--- config.mk ---
export PLATFORM = sky130hd
export DESIGN_NAME = lfsr_cfg_loader
export DESIGN_NICKNAME = d
export VERILOG_FILES = /design/src/rtl/lfsr_cfg_loader.sv
export SDC_FILE = /design/constraint.sdc
export NUM_CORES = 1
export LEC_CHECK = 0
export CORE_ASPECT_RATIO = 2
export CORE_MARGIN = 2
export CORE_UTILIZATION = 52
export CTS_BUF_LIST = sky130_fd_sc_hd__clkbuf_4 sky130_fd_sc_hd__clkbuf_8 sky130_fd_sc_hd__clkbuf_16
export DETAILED_ROUTE_END_ITERATION = 8
export PLACE_DENSITY = 0.88
export SLEW_MARGIN = 20
export SYNTH_ARGS = -nofsm -noshare
export SYNTH_HDL_FRONTEND = slang
export SYNTH_SLANG_ARGS = --single-unit
--- constraint.sdc ---
create_clock -name clk_i -period 2.45 [get_ports clk_i]
set_clock_uncertainty 0.15 [all_clocks]
set_input_delay 0.49 -clock clk_i [delete_from_list [all_inputs] [get_ports clk_i]]
set_output_delay 0.49 -clock clk_i [all_outputs]
set_load 0.05 [all_outputs]
--- src/rtl/lfsr_cfg_loader.sv ---
// Serial configuration front-end for the pseudo-random pixel generator: shifts in a
// seed/stop word, writes it through the config handshake, verifies and re-serialises it.
module lfsr_cfg_loader #(
    parameter int PIXEL_BITS  = 24,
    parameter int ACK_TIMEOUT = 4
) (
    input  logic                  clk_i,
    input  logic                  nreset_i,
    input  logic                  start_i,
    input  logic                  sel_i,
    input  logic                  abort_i,
    input  logic                  sdi_i,
    input  logic                  sdi_valid_i,
    output logic                  sdo_o,
    output logic                  sdo_valid_o,
    output logic                  config_sel_o,
    output logic                  config_rdy_o,
    output logic [PIXEL_BITS-1:0] config_data_o,
    input  logic                  config_done_i,
    input  logic [PIXEL_BITS-1:0] config_data_i,
    input  logic                  run_i,
    output logic                  lfsr_en_o,
    output logic                  busy_o,
    output logic                  seed_loaded_o,
    output logic                  stop_loaded_o,
    output logic [1:0]            err_o
);
    localparam int CNT_W = $clog2(PIXEL_BITS + 1);
    localparam int TMO_W = $clog2(ACK_TIMEOUT + 1);
    localparam logic [CNT_W-1:0] LAST_BIT = CNT_W'(PIXEL_BITS - 1);
    localparam logic [TMO_W-1:0] LAST_TMO = TMO_W'(ACK_TIMEOUT - 1);

    localparam logic [2:0] S_IDLE     = 3'd0;
    localparam logic [2:0] S_SHIFT    = 3'd1;
    localparam logic [2:0] S_WRITE    = 3'd2;
    localparam logic [2:0] S_WAIT_ACK = 3'd3;
    localparam logic [2:0] S_READBACK = 3'd4;

    localparam logic [1:0] ERR_NONE     = 2'b00;
    localparam logic [1:0] ERR_TIMEOUT  = 2'b01;
    localparam logic [1:0] ERR_MISMATCH = 2'b10;

    logic [2:0]            state_q, state_d;
    logic [PIXEL_BITS-1:0] shreg_q, shreg_d;
    logic [PIXEL_BITS-1:0] wdata_q, wdata_d;
    logic [CNT_W-1:0]      cnt_q, cnt_d;
    logic [TMO_W-1:0]      tmo_q, tmo_d;
    logic                  sel_q, sel_d;
    logic                  seed_q, seed_d;
    logic                  stop_q, stop_d;
    logic [1:0]            err_q, err_d;
    logic [PIXEL_BITS-1:0] shift_in;

    assign shift_in = {shreg_q[PIXEL_BITS-2:0], sdi_i};

    always_comb begin
        state_d = state_q;
        shreg_d = shreg_q;
        wdata_d = wdata_q;
        cnt_d   = cnt_q;
        tmo_d   = tmo_q;
        sel_d   = sel_q;
        seed_d  = seed_q;
        stop_d  = stop_q;
        err_d   = err_q;
        // Abort wins over every other transition and leaves flags and error untouched.
        if (abort_i && state_q != S_IDLE) begin
            state_d = S_IDLE;
        end else begin
            case (state_q)
                S_IDLE: begin
                    if (start_i) begin
                        sel_d   = sel_i;
                        cnt_d   = '0;
                        err_d   = ERR_NONE;
                        state_d = S_SHIFT;
                        if (sel_i) stop_d = 1'b0;
                        else       seed_d = 1'b0;
                    end
                end
                S_SHIFT: begin
                    if (sdi_valid_i) begin
                        shreg_d = shift_in;
                        cnt_d   = cnt_q + CNT_W'(1);
                        if (cnt_q == LAST_BIT) begin
                            wdata_d = shift_in;
                            cnt_d   = '0;
                            state_d = S_WRITE;
                        end
                    end
                end
                S_WRITE: begin
                    tmo_d   = '0;
                    state_d = S_WAIT_ACK;
                end
                S_WAIT_ACK: begin
                    if (config_done_i) begin
                        shreg_d = config_data_i;
                        cnt_d   = '0;
                        if (config_data_i != wdata_q) begin
                            err_d   = ERR_MISMATCH;
                            state_d = S_IDLE;
                        end else begin
                            state_d = S_READBACK;
                        end
                    end else if (tmo_q == LAST_TMO) begin
                        err_d   = ERR_TIMEOUT;
                        state_d = S_IDLE;
                    end else begin
                        tmo_d = tmo_q + TMO_W'(1);
                    end
                end
                S_READBACK: begin
                    shreg_d = {shreg_q[PIXEL_BITS-2:0], 1'b0};
                    cnt_d   = cnt_q + CNT_W'(1);
                    if (cnt_q == LAST_BIT) begin
                        cnt_d   = '0;
                        state_d = S_IDLE;
                        if (sel_q) stop_d = 1'b1;
                        else       seed_d = 1'b1;
                    end
                end
                default: state_d = S_IDLE;
            endcase
        end
    end

    always_ff @(posedge clk_i or negedge nreset_i) begin
        if (!nreset_i) begin
            state_q <= S_IDLE;
            shreg_q <= '0;
            wdata_q <= '0;
            cnt_q   <= '0;
            tmo_q   <= '0;
            sel_q   <= 1'b0;
            seed_q  <= 1'b0;
            stop_q  <= 1'b0;
            err_q   <= ERR_NONE;
        end else begin
            state_q <= state_d;
            shreg_q <= shreg_d;
            wdata_q <= wdata_d;
            cnt_q   <= cnt_d;
            tmo_q   <= tmo_d;
            sel_q   <= sel_d;
            seed_q  <= seed_d;
            stop_q  <= stop_d;
            err_q   <= err_d;
        end
    end

    assign busy_o        = (state_q != S_IDLE);
    assign config_rdy_o  = (state_q == S_WRITE);
    assign sdo_valid_o   = (state_q == S_READBACK);
    assign sdo_o         = sdo_valid_o & shreg_q[PIXEL_BITS-1];
    assign config_sel_o  = sel_q;
    assign config_data_o = wdata_q;
    assign seed_loaded_o = seed_q;
    assign stop_loaded_o = stop_q;
    assign err_o         = err_q;
    // Enable drops together with the flags on an asynchronous reset.
    assign lfsr_en_o     = run_i & seed_q & stop_q & ~busy_o;

endmodule
Word-level counts from Yosys, hierarchy flattened. Index checks and enable logic that the tools add are counted.

Output and inout bits: 34. Bits of input ports: 33. Flip-flop bits (word level): 64.

Equality and inequality tests: 24. Bitwise operators: 6. Reductions and logical operators: 17. Add/subtract/negate cells: 2. Muxes and demuxes: 35.

Operators by type and width (count): case mux 24 bit (3 select lines) (1); two-way mux 24 bit (2); two-way mux 3 bit (10); inequality test 24 bit (1); two-way mux 5 bit (4); case mux 5 bit (4 select lines) (1); inequality test 2 bit, second input constant (8); inequality test 3 bit, second input constant (5); case mux 3 bit (5 select lines) (1); AND reduction 5 bit (3); AND reduction 4 bit (3); AND reduction 6 bit (2); == test 3 x 2 -> 1 bit, second input constant (3); two-way mux 1 bit (8); two-way mux 2 bit (4); case mux 3 bit (2 select lines) (1); nonzero test 2 bit (3); nonzero test 3 bit (2); adder 5 x 1 -> 5 bit, second input constant (1); == test 5 bit, second input constant (1); AND 1 bit (4); inequality test 2 x 1 -> 1 bit, second input constant (2); inequality test 4 bit, second input constant (1); case mux 1 bit (2 select lines) (2); 10 further kinds (11).

Depth between registers and ports, before layout.
Word-level depth: 5. Mapped depth: 9. Depth with buffers taken out: 6.

Worst setup path after synthesis. No wires, ideal clock.

Path kind: register -> output. From: register state_q[2]. To: output lfsr_en_o. Cell stages (with the launch flop): 6. Arrival time: 1934 ps. Slack: -124 ps. Path buffers: 2. Cell sequence: dfrtp_1 > buf_6 > buf_2 > nor3_1 > inv_1 > nor2_1.

Longest elaborated chain between the ends: 3.

Ends and longest elaborated chain: start, declared (RTL line 43) `logic [2:0] state_q, state_d;`; start signal, assigned (RTL line 140) `state_q <= state_d;`; nonzero test 3 bit (RTL line 152) `assign busy_o = (state_q != S_IDLE);`; net busy_o (RTL line 23) `output logic busy_o,`; inverter 1 bit (RTL line 162) `assign lfsr_en_o = run_i & seed_q & stop_q & ~busy_o;`; AND 1 bit (RTL line 162); end, declared (RTL line 22) `output logic lfsr_en_o,`.

The timed path passes the listed nets, and every way through them passes these cells.

Final worst setup path.
From: register state_q[0]. To: output sdo_valid_o.

Longest elaborated chain between the ends: 1.

Ends and longest elaborated chain: == test 3 bit (RTL line 154) `assign sdo_valid_o = (state_q == S_READBACK);`; end, declared (RTL line 15) `output logic sdo_valid_o,`.

Every way passes these cells.

==> impl_metrics.json <==
{
  "crit_chain": "nor2_1 -> nand2_1 -> inv_1 -> buf_12",
  "drive_gt1_frac": 0.196,
  "slowest_stage": "dfrtp_1",
  "vias_per_cell": 5.62,
  "synthCells": 308,
  "p_sw_mw": 1.29,
  "syn_area_per_cell_um2": 11.1,
  "clock.fmax_ghz": 0.426,
  "hold_ws_ns": 0.00593,
  "overflow": 0,
  "endpoint_kind": "output pin",
  "placed_area_mm2": 0.00431,
  "clock-sinks": 64,
  "worstHoldPathType": "in -> async",
  "p_per_area_mw_per_mm2": 836,
  "vdd_drop_max_v": 0.000592,
  "required_ns": 1.81,
  "clk_latency_ns": 0.33,
  "clock_path_buffers": 2,
  "dp_hpwl_mm": 6.41,
  "yosys_warnings": 0,
  "internal_power_mw": 2.55,
  "cp-start-kind": "flop",
  "synth_seq_cells": 64,
  "io_buffer_count": 66,
  "place_ws_ns": -0.114,
  "postCtsSetupRepairBufs": 0,
  "ant_nets": 0,
  "route.detailed.drc": 0,
  "synthTopCellsByArea": "dfrtp_1 (47%), mux2_4 (8.8%), mux2i_1 (7.1%), xor2_1 (6.7%), nor2_1 (4.2%)",
  "p_leak_nw": 2.26,
  "fp-row-count": 41,
  "dp_cells": 464,
  "routed_wl_mm": 9.05,
  "hold_viol_final": 0,
  "max_stage_delay_ns": 0.53,
  "synth_edf_count": 0,
  "die_h_um": 118,
  "design_area_mm2": 0.00460,
  "antenna_found_initial": 1,
  "numCtsBuffers": 9,
  "swShare": 0.336,
  "synth.distinct_cells": 44,
  "cp_max_fo": 12,
  "h-tree-depth": 3,
  "grt_pass1_wl_mm": 14.1,
  "final.period_utilization": 0.958,
  "fin_crit_ns": 2.35,
  "area_delta_synth_final_pct": 35.1,
  "layout_common_cells": "dfrtp_1 (64), clkdlybuf4s50_1 (60), nor2_1 (37)",
  "fin_cells": 480,
  "cap_violations": 0,
  "drt-initial-drc-count": 149,
  "pwr-share-clk": 0.314,
  "clkTransAtPathRegs_ns": 0.05,
  "synth_fp_nets": 344,
  "dr.pass1.iters": 5,
  "wl_per_cell_um": 18.8,
  "syn-cell-area_mm2": 0.00341,
  "drv_slew": 0,
  "synthArstFlopShare": 1.00,
  "gp_congestion": 0.976,
  "ioPinCount": 67,
  "root_buffer": "clkbuf_16",
  "fill_cells": 452,
  "relSlewSlack": 0.655,
  "grt_start_max_net_pins": 65,
  "rsz0062_at_grt": "no",
  "pwr-share-comb": 0.288,
  "yosysSeqAreaShare": 0.470,
  "layout.nets": 425,
  "vias": 2699,
  "crit_arrival_ns": 1.71,
  "die-area_mm2": 0.00725,
  "die_w_um": 61.2,
  "core-area_mm2": 0.00631,
  "worst_pin_slew_ns": 0.516,
  "synth_largest_area_cell": "dfrtp_1",
  "grt.total_usage": 0.270,
  "cts_tree": "done",
  "synth_flop_cell": "dfrtp_1",
  "finalSetupViolCount": 0,
  "path_class": "reg -> out",
  "seq_power_share": 0.398,
  "status": "finished, final reports clean",
  "mostFrequentLayoutCell": "dfrtp_1",
  "yosysTopAreaCellShare": 0.470,
  "start_util": 0.540,
  "setup_slack_ns": 0.102,
  "grt_pass1_vias": 2878
}
-- power groups by stage --
stage | Combinational, mW | Clock, mW | Sequential, mW
6_report | 1.11 | 1.21 | 1.53
5_1_grt | 1.21 | 1.26 | 1.55
4_1_cts | 1.11 | 1.22 | 1.52
3_5_place_dp | 1.09 | 0 | 1.53
3_3_place_gp | 1.04 | 0 | 1.50
2_1_floorplan | 0.708 | 0 | 1.49
-- through the flow --
step / total power [mW] / TNS, ns / util
CTS: 3.84 / 0 / 0.728
global route: 4.01 / 0 / 0.729
floorplan: 2.20 / 0 / -
detailed placement: 2.61 / -0.227 / 0.683
finish: 3.85 / 0 / 0.729
global placement: 2.54 / -0.0968 / 0.683
-- synthesized netlist by cell type, types with 2 or more instances --
| library cell | instances |
|---|---|
| mux2i_1 | 24 |
| nand3_1 | 5 |
| ha_1 | 3 |
| inv_1 | 5 |
| buf_2 | 8 |
| nor3_1 | 3 |
| nand2b_1 | 3 |
| o21ai_0 | 8 |
| xor2_1 | 26 |
| a21oi_1 | 27 |
| nor2_1 | 38 |
| a31oi_1 | 4 |
| buf_6 | 6 |
| mux2_2 | 7 |
| nand2_1 | 17 |
| nor4_1 | 6 |
| mux2_4 | 20 |
| buf_4 | 2 |
| mux2_1 | 3 |
| dfrtp_1 | 64 |
| and4b_1 | 2 |
| o211ai_2 | 2 |
| nand3b_1 | 2 |
| or3_1 | 3 |
-- cell families after synthesis --
group	synth area share
adders and majority gates	0.0110
and+or+nand+nor	0.128
xor gates and xnor gates	0.0669
AOI/OAI and AO/OA	0.0893
muxes	0.192
DFF	0.470
buffers and inverters	0.0426
-- area by class of cell --
cell class	instances	area [um^2]	share of cell area
Clock buffer	15	283	0.0615
Antenna cell	1	2.50	0.000544
Tap cell	86	108	0.0234
Sequential cell	64	1600	0.348
Inverter	6	22.5	0.00490
Timing Repair Buffer	86	906	0.197
Multi-Input combinational cell	222	1680	0.365
-- final timing paths --
kind                       startpoint  slack [ns]          end  depth (start not counted)
max in group asynchronous    nreset_i        1.85   shreg_q[8]                          2
hold reg to reg              tmo_q[2]        0.36     tmo_q[2]                          2
min in group clk_i           tmo_q[2]        0.36     tmo_q[2]                          2
setup / recovery           state_q[0]        0.10  sdo_valid_o                          4
setup reg to reg           state_q[0]        0.31     err_o[0]                          6
hold / removal               nreset_i       0.006     cnt_q[3]                          2
-- sequential cells by signal (all words and copies together) (netlist names) --
signal         cells
config_data_o     24
shreg_q           24
cnt_q              5
state_q            3
tmo_q              3
err_o              2
config_sel_o       1
seed_loaded_o      1
stop_loaded_o      1
-- worst max-delay path, delay by kind of cell, from the launching register on --
family	cells	cell delay [ns]
DFF	1	0.53
buffers and inverters	2	0.32
and+or+nand+nor	2	0.52
-- repair_timing --
item / 4_1_cts / 5_1_grt
hold buffers: 0 / 0
resized for setup: 0 / 1
setup endpoints to repair: 0 / 1
endpoints found under the hold margin: 0 / 0
-- per-layer routing --
layer / up-vias / global-route usage / wire length (um)
met5: - / 0 / 0
met4: 0 / 0.173 / 422
met3: 31 / 0.0449 / 283
met2: 79 / 0.455 / 5050
met1: 1344 / 0.293 / 3290
li1: 1245 / - / -
Note: power is estimated with default switching activity, not from simulation.
